$ cat src/rtl/bcd_addsub_serial_if.sv
// Valid/ready handshake and data bundle for the digit-serial BCD adder/subtractor.
// The producer and consumer use master; the arithmetic block uses slave.
interface bcd_addsub_serial_if #(
  parameter int NDIGITS = 14
);
  logic                   in_valid;
  logic                   in_ready;
  logic                   op;
  logic [4*NDIGITS-1:0]   a;
  logic [4*NDIGITS-1:0]   b;
  logic                   out_valid;
  logic                   out_ready;
  logic [4*NDIGITS-1:0]   result;
  logic                   carry_out;
  logic                   neg;
  logic                   err;

  modport master (
    output in_valid, op, a, b, out_ready,
    input  in_ready, out_valid, result, carry_out, neg, err
  );

  modport slave (
    input  in_valid, op, a, b, out_ready,
    output in_ready, out_valid, result, carry_out, neg, err
  );
endinterface

$ cat src/rtl/bcd_addsub_serial.sv
// Digit-serial BCD adder/subtractor: DPC digits per clock, least significant slice first.
// A-B is formed as A + 9's(B) + 1; a missing final carry means A<B, and the result is
// then re-complemented in a second pass through the same slice adder to give |A-B|.
// The interface instance must be built with the same NDIGITS as this module.
module bcd_addsub_serial #(
  parameter int NDIGITS = 14,
  parameter int DPC     = 2   // NDIGITS must be a multiple of DPC
) (
  input  logic               clk,
  input  logic               rst,
  bcd_addsub_serial_if.slave bus
);
  localparam int NSL = NDIGITS / DPC;
  localparam int SLW = 4 * DPC;
  localparam int W   = 4 * NDIGITS;
  localparam int CW  = (NSL > 1) ? $clog2(NSL) : 1;
  localparam logic [CW-1:0] LAST_SLICE = CW'(NSL - 1);

  typedef enum logic [1:0] {
    IDLE = 2'd0,
    RUN  = 2'd1,
    COMP = 2'd2,
    DONE = 2'd3
  } state_t;

  state_t          state_q;
  state_t          state_d;
  logic [W-1:0]    a_q;
  logic [W-1:0]    b_q;
  logic            op_q;
  logic [W-1:0]    res_q;
  logic            carry_q;
  logic            carry_out_q;
  logic            neg_q;
  logic            err_q;
  logic [CW-1:0]   slice_q;
  logic            accept;
  logic            last;
  logic [SLW-1:0]  sum_slice;
  logic            sum_carry;
  logic [3:0]      xd;
  logic [3:0]      yd;
  logic [4:0]      s;
  logic            c;

  // True when any packed digit of the operand is not a legal BCD value.
  function automatic logic has_bad_digit(input logic [W-1:0] v);
    logic bad;
    bad = 1'b0;
    for (int d = 0; d < NDIGITS; d++) begin
      if (v[4*d +: 4] > 4'd9) bad = 1'b1;
    end
    return bad;
  endfunction

  assign last          = (slice_q == LAST_SLICE);
  assign bus.result    = res_q;
  assign bus.carry_out = carry_out_q;
  assign bus.neg       = neg_q;
  assign bus.err       = err_q;

  // State register.
  always_ff @(posedge clk or posedge rst) begin
    // NOTE: every clocked assignment is non-blocking so all registers update from pre-edge values.
    if (rst) state_q <= IDLE;
    else     state_q <= state_d;
  end

  // Capture operands and operation at the accepting edge only.
  always_ff @(posedge clk) begin
    // NOTE: operand registers carry no reset; they are only read after an accept has loaded them.
    if (accept) begin
      a_q  <= bus.a;
      b_q  <= bus.b;
      op_q <= bus.op;
    end
  end

  // Slice adder: DPC decimal digits with carry rippling from the low digit to the high one.
  always_comb begin
    // NOTE: every variable gets a default first, so no path through this block can infer a latch.
    c         = carry_q;
    xd        = '0;
    yd        = '0;
    s         = '0;
    sum_slice = '0;
    for (int d = 0; d < DPC; d++) begin
      if (state_q == COMP) begin
        xd = 4'd9 - res_q[slice_q*SLW + 4*d +: 4];
        yd = 4'd0;
      end else begin
        xd = a_q[slice_q*SLW + 4*d +: 4];
        yd = op_q ? (4'd9 - b_q[slice_q*SLW + 4*d +: 4]) : b_q[slice_q*SLW + 4*d +: 4];
      end
      s = {1'b0, xd} + {1'b0, yd} + {4'd0, c};
      if (s > 5'd9) begin
        sum_slice[4*d +: 4] = s[3:0] + 4'd6;
        c                   = 1'b1;
      end else begin
        sum_slice[4*d +: 4] = s[3:0];
        c                   = 1'b0;
      end
    end
    sum_carry = c;
  end

  // Next-state and handshake outputs.
  always_comb begin
    state_d       = state_q;
    accept        = 1'b0;
    bus.in_ready  = 1'b0;
    bus.out_valid = 1'b0;
    unique case (state_q)
      IDLE: begin
        bus.in_ready = 1'b1;
        if (bus.in_valid) begin
          accept  = 1'b1;
          state_d = RUN;
        end
      end
      RUN: begin
        if (last) state_d = (op_q && !sum_carry && !err_q) ? COMP : DONE;
      end
      COMP: begin
        if (last) state_d = DONE;
      end
      DONE: begin
        bus.out_valid = 1'b1;
        if (bus.out_ready) state_d = IDLE;
      end
      default: state_d = IDLE;
    endcase
  end

  // Datapath registers: slice counter, inter-slice carry, result and status flags.
  always_ff @(posedge clk or posedge rst) begin
    if (rst) begin
      slice_q     <= '0;
      carry_q     <= 1'b0;
      res_q       <= '0;
      carry_out_q <= 1'b0;
      neg_q       <= 1'b0;
      err_q       <= 1'b0;
    end else begin
      case (state_q)
        IDLE: begin
          if (accept) begin
            slice_q <= '0;
            carry_q <= bus.op;  // the +1 of the 10's complement enters as the initial carry
            err_q   <= has_bad_digit(bus.a) | has_bad_digit(bus.b);
          end
        end
        RUN: begin
          res_q[slice_q*SLW +: SLW] <= err_q ? '0 : sum_slice;
          slice_q <= last ? '0 : slice_q + 1'b1;
          // Entering COMP needs a carry of 1 to add the +1 at slice 0.
          carry_q <= last ? 1'b1 : sum_carry;
          if (last) begin
            carry_out_q <= !op_q && !err_q && sum_carry;
            neg_q       <= op_q && !err_q && !sum_carry;
          end
        end
        COMP: begin
          res_q[slice_q*SLW +: SLW] <= sum_slice;
          slice_q <= last ? '0 : slice_q + 1'b1;
          carry_q <= sum_carry;  // the carry out of the last slice is simply dropped
        end
        default: ;
      endcase
    end
  end
endmodule

$ cat src/flat_wrapper.sv
// flat-port wrapper written by rule: the top's interface ports become plain ports
module bcd_addsub_serial_flat 
#(
  parameter int NDIGITS = 14,
  parameter int DPC     = 2                                       
)
  (clk, rst, bus_in_valid, bus_op, bus_a, bus_b, bus_out_ready, bus_in_ready, bus_out_valid, bus_result, bus_carry_out, bus_neg, bus_err);
  bcd_addsub_serial_if #(.NDIGITS(NDIGITS)) bus_i ();
  input  logic clk;
  input  logic rst;
  input wire logic [$bits(bus_i.in_valid)-1:0] bus_in_valid;
  input wire logic [$bits(bus_i.op)-1:0] bus_op;
  input wire logic [$bits(bus_i.a)-1:0] bus_a;
  input wire logic [$bits(bus_i.b)-1:0] bus_b;
  input wire logic [$bits(bus_i.out_ready)-1:0] bus_out_ready;
  output wire logic [$bits(bus_i.in_ready)-1:0] bus_in_ready;
  output wire logic [$bits(bus_i.out_valid)-1:0] bus_out_valid;
  output wire logic [$bits(bus_i.result)-1:0] bus_result;
  output wire logic [$bits(bus_i.carry_out)-1:0] bus_carry_out;
  output wire logic [$bits(bus_i.neg)-1:0] bus_neg;
  output wire logic [$bits(bus_i.err)-1:0] bus_err;
  assign bus_i.in_valid = bus_in_valid;
  assign bus_i.op = bus_op;
  assign bus_i.a = bus_a;
  assign bus_i.b = bus_b;
  assign bus_i.out_ready = bus_out_ready;
  assign bus_in_ready = bus_i.in_ready;
  assign bus_out_valid = bus_i.out_valid;
  assign bus_result = bus_i.result;
  assign bus_carry_out = bus_i.carry_out;
  assign bus_neg = bus_i.neg;
  assign bus_err = bus_i.err;
  bcd_addsub_serial #(.NDIGITS(NDIGITS), .DPC(DPC)) u_core (.clk(clk), .rst(rst), .bus(bus_i));
endmodule
$ cat config.mk
export PLATFORM = sky130hd
export DESIGN_NAME = bcd_addsub_serial_flat
export DESIGN_NICKNAME = d
export VERILOG_FILES = /design/src/rtl/bcd_addsub_serial_if.sv /design/src/rtl/bcd_addsub_serial.sv /design/src/flat_wrapper.sv
export SDC_FILE = /design/constraint.sdc
export NUM_CORES = 1
export LEC_CHECK = 0
export BUFFER_PORTS_ARGS = -buffer_cell sky130_fd_sc_hd__buf_2
export CAP_MARGIN = 20
export CELL_PAD_IN_SITES_DETAIL_PLACEMENT = 0
export CELL_PAD_IN_SITES_GLOBAL_PLACEMENT = 1
export CORE_MARGIN = 5
export CORE_UTILIZATION = 35
export CTS_CLUSTER_SIZE = 30
export DETAILED_ROUTE_END_ITERATION = 12
export PLACE_DENSITY_LB_ADDON = 0.1
export SLEW_MARGIN = 20
export SYNTH_ARGS = -nofsm -noshare
export SYNTH_HDL_FRONTEND = slang
export SYNTH_SLANG_ARGS = --single-unit
$ cat constraint.sdc
create_clock -name clk -period 5.36 [get_ports clk]
set_clock_uncertainty 0.1 [all_clocks]
set_input_delay 1.072 -clock clk [delete_from_list [all_inputs] [get_ports clk]]
set_output_delay 1.072 -clock clk [all_outputs]
set_load 0.1 [all_outputs]
==> reports/results.ini <==
[cts]
numCtsBuffers = 17
clock_path_buffers = 2
hold_buffers = 0
cts.sinks = 178
cts_tree = done
worstSkewPairLatency_ns = 0.44
cts_root_buffer = clkbuf_16
h-tree-depth = 4
clk_pin_slew_ns = 0.08

[grt]
gr-total-overflow = 0
grt_first_pass_wirelength_um = 41800
grt_max_degree = 67
grt_pass1_vias = 7015
antenna_found_initial = 0
grt_usage = 0.194

[route]
via_count = 6459
drt_first_pass_iters = 5
routed_wl_um = 27100
drtAntennaViolNets = 0
drtIter0Drc = 443
drc = 0
wire_per_inst_um = 22.4
vias_per_cell = 5.34

[die]
start_util = 0.356
die_x_um = 167
die-area_um2 = 28000
ios = 178
row_count = 57
die_y_um = 167
coreArea_um2 = 24300

[worst_setup_path]
critPathSlowestCell = fa_2
critical_path_required_ns = 5.63
critPathMaxFanout = 7
cp.arrival_ns = 5.42
slowest_delay_ns = 0.54
cp-end-kind = flop
worst_setup_path_start_kind = flop
cp_cell_sequence = buf_4, buf_4, mux4_1, inv_1, mux4_2, fa_2, inv_1, fa_1, o21a_1, o32ai_1, nand2b_1, fa_2, fa_2, inv_1, or3_1, a32o_2, o21ai_0
crit_type = flop to flop

[synthesis]
ys_top_cells_by_count = 113 x edfxtp_1, 82 x o21ai_0, 66 x nand2_1, 65 x dfrtp_1, 26 x nor2_1
synth.avg_cell_area_um2 = 13.1
ys_types = 74
synth_nets = 804
synth_edf_count = 113
ys_dominant_reg_cell = edfxtp_1
yosysMostFrequentCell = edfxtp_1
syn_inst = 661
yosysTopAreaCell = edfxtp_1
syn_area_um2 = 8650
yosysTopAreaCellShare = 0.392
ys_seq_elements = 178
yosys-top-cells-area = edfxtp_1 39%, dfrtp_1 19%, o21ai_0 4.7%
ys_async_sr_fraction = 0.365
yosysWarnings = 0
ys_seq_area_frac = 0.580

[hold_path]
hold_path.class = flop to flop

[timing]
period_minus_slack_ns = 5.16
slew_headroom = 0.343
min_period_over_period = 0.962
worst_slew_pin_slew_ns = 0.983
hold_viol_final = 0
rsz0062_at_grt = no
max_freq_mhz = 194
drv_slew = 0
finalSetupViolCount = 0

[status]
status = completed

[placed_design]
port_buffers = 177
dpl.hpwl_um = 20900
place.gp.congestion = 0.863
place_area_um2 = 10100

[run]
drv_cap = 0

[layout]
n_antenna_cell = 0
synthToLayoutAreaGrowth_pct = 24.5
drive_gt1_frac = 0.375
nets = 1016
fin_area_um2 = 10800
fillers = 2306

metal layers:
metal,GRT usage,vias to the layer above,part of all wire
li1,-,2976,-
met1,0.245,3210,0.42
met2,0.337,239,0.50
met3,0.0370,34,0.052
met4,0.0625,0,0.025
met5,0,-,0
area by class of cell:
type	instances	area [um2]	area share
Sequential cell	178	5020	0.466
Multi-Input combinational cell	430	3430	0.318
Timing Repair Buffer	227	1280	0.119
Clock buffer	17	425	0.0395
Tap cell	324	405	0.0376
Clock inverter	15	141	0.0131
Inverter	19	71.3	0.00662
registers in the layout, indices dropped and copies added (netlist names):
signal / cells
u_core.op_q: 1
u_core.b_q: 56
u_core.bus.result: 56
u_core.state_q: 2
u_core.bus.neg: 1
u_core.bus.carry_out: 1
u_core.carry_q: 1
u_core.slice_q: 3
u_core.a_q: 56
u_core.bus.err: 1
final timing paths:
path / startpoint / end / slack, ns / depth (start not counted)
worst max register to register: u_core.slice_q[0] / u_core.bus.result[30] / 0.20 / 17
worst min-delay path: u_core.bus.carry_out / u_core.bus.carry_out / 0.40 / 2
min in group asynchronous: rst / u_core.bus.result[26] / 0.64 / 2
worst min register to register: u_core.bus.carry_out / u_core.bus.carry_out / 0.40 / 2
worst max-delay path: u_core.slice_q[0] / u_core.bus.result[30] / 0.20 / 17
max in group asynchronous: rst / u_core.slice_q[0] / 3.53 / 3
worst max-delay path, delay by kind of cell, from the launching register on:
| family | cells | cell delay [ns] |
|---|---|---|
| flops | 1 | 0.40 |
| compound gates | 4 | 0.92 |
| fa+ha+maj | 4 | 1.80 |
| simple gates | 2 | 0.52 |
| buf+inv | 5 | 0.55 |
| mux | 2 | 0.80 |
logic make-up after synthesis:
family                   synth area share
AO/OA/AOI/OAI                       0.141
flip-flops                          0.580
AND/OR/NAND/NOR                    0.0866
multiplexers                        0.109
buffers and inverters              0.0333
adder cells (fa/ha/maj)            0.0411
XOR/XNOR                          0.00911
stage by stage:
step | TNS [ns] | hold slack [ns] | cells | utilization | worst slack [ns]
floorplan | 0 | 0.418 | 661 | - | 0.0370
global route | 0 | 0.442 | 1210 | 0.443 | 0.00646
global placement | -0.0231 | 0.378 | 1173 | 0.415 | -0.0231
detailed placement | -1.27 | 0.384 | 1173 | 0.415 | -0.121
finish | 0 | 0.398 | 1210 | 0.443 | 0.203
CTS | 0 | 0.404 | 1209 | 0.440 | 0.0236
placed cells by master, fill, tap and decap left out, drive strengths merged, types with 4 or more instances in the layout:
cell type,instances
edfxtp,113
clkinv,5
nand2b,4
o31ai,10
nor3,6
mux2,23
xor2,4
nor2b,5
or2,6
nand3,11
mux2i,16
a31oi,4
nand2,66
a21o,4
a221oi,12
o21ai,85
o21a,5
a21oi,11
clkbuf,17
and2,5
o21bai,8
ha,22
xnor2,5
nor2,28
inv,27
a221o,12
buf,227
a22o,9
mux4,22
nand4,8
dfrtp,65
fa,4
what timing repair did:
action                                  CTS  global route
endpoints found under the setup margin   23            23
gates resized for setup                   6            22
setup buffers                             4             1
pin swaps                                 0             5
Power is left out: the tool's default activity adds up to more than one toggle a clock period on the data nets, which glitch-free logic cannot reach.
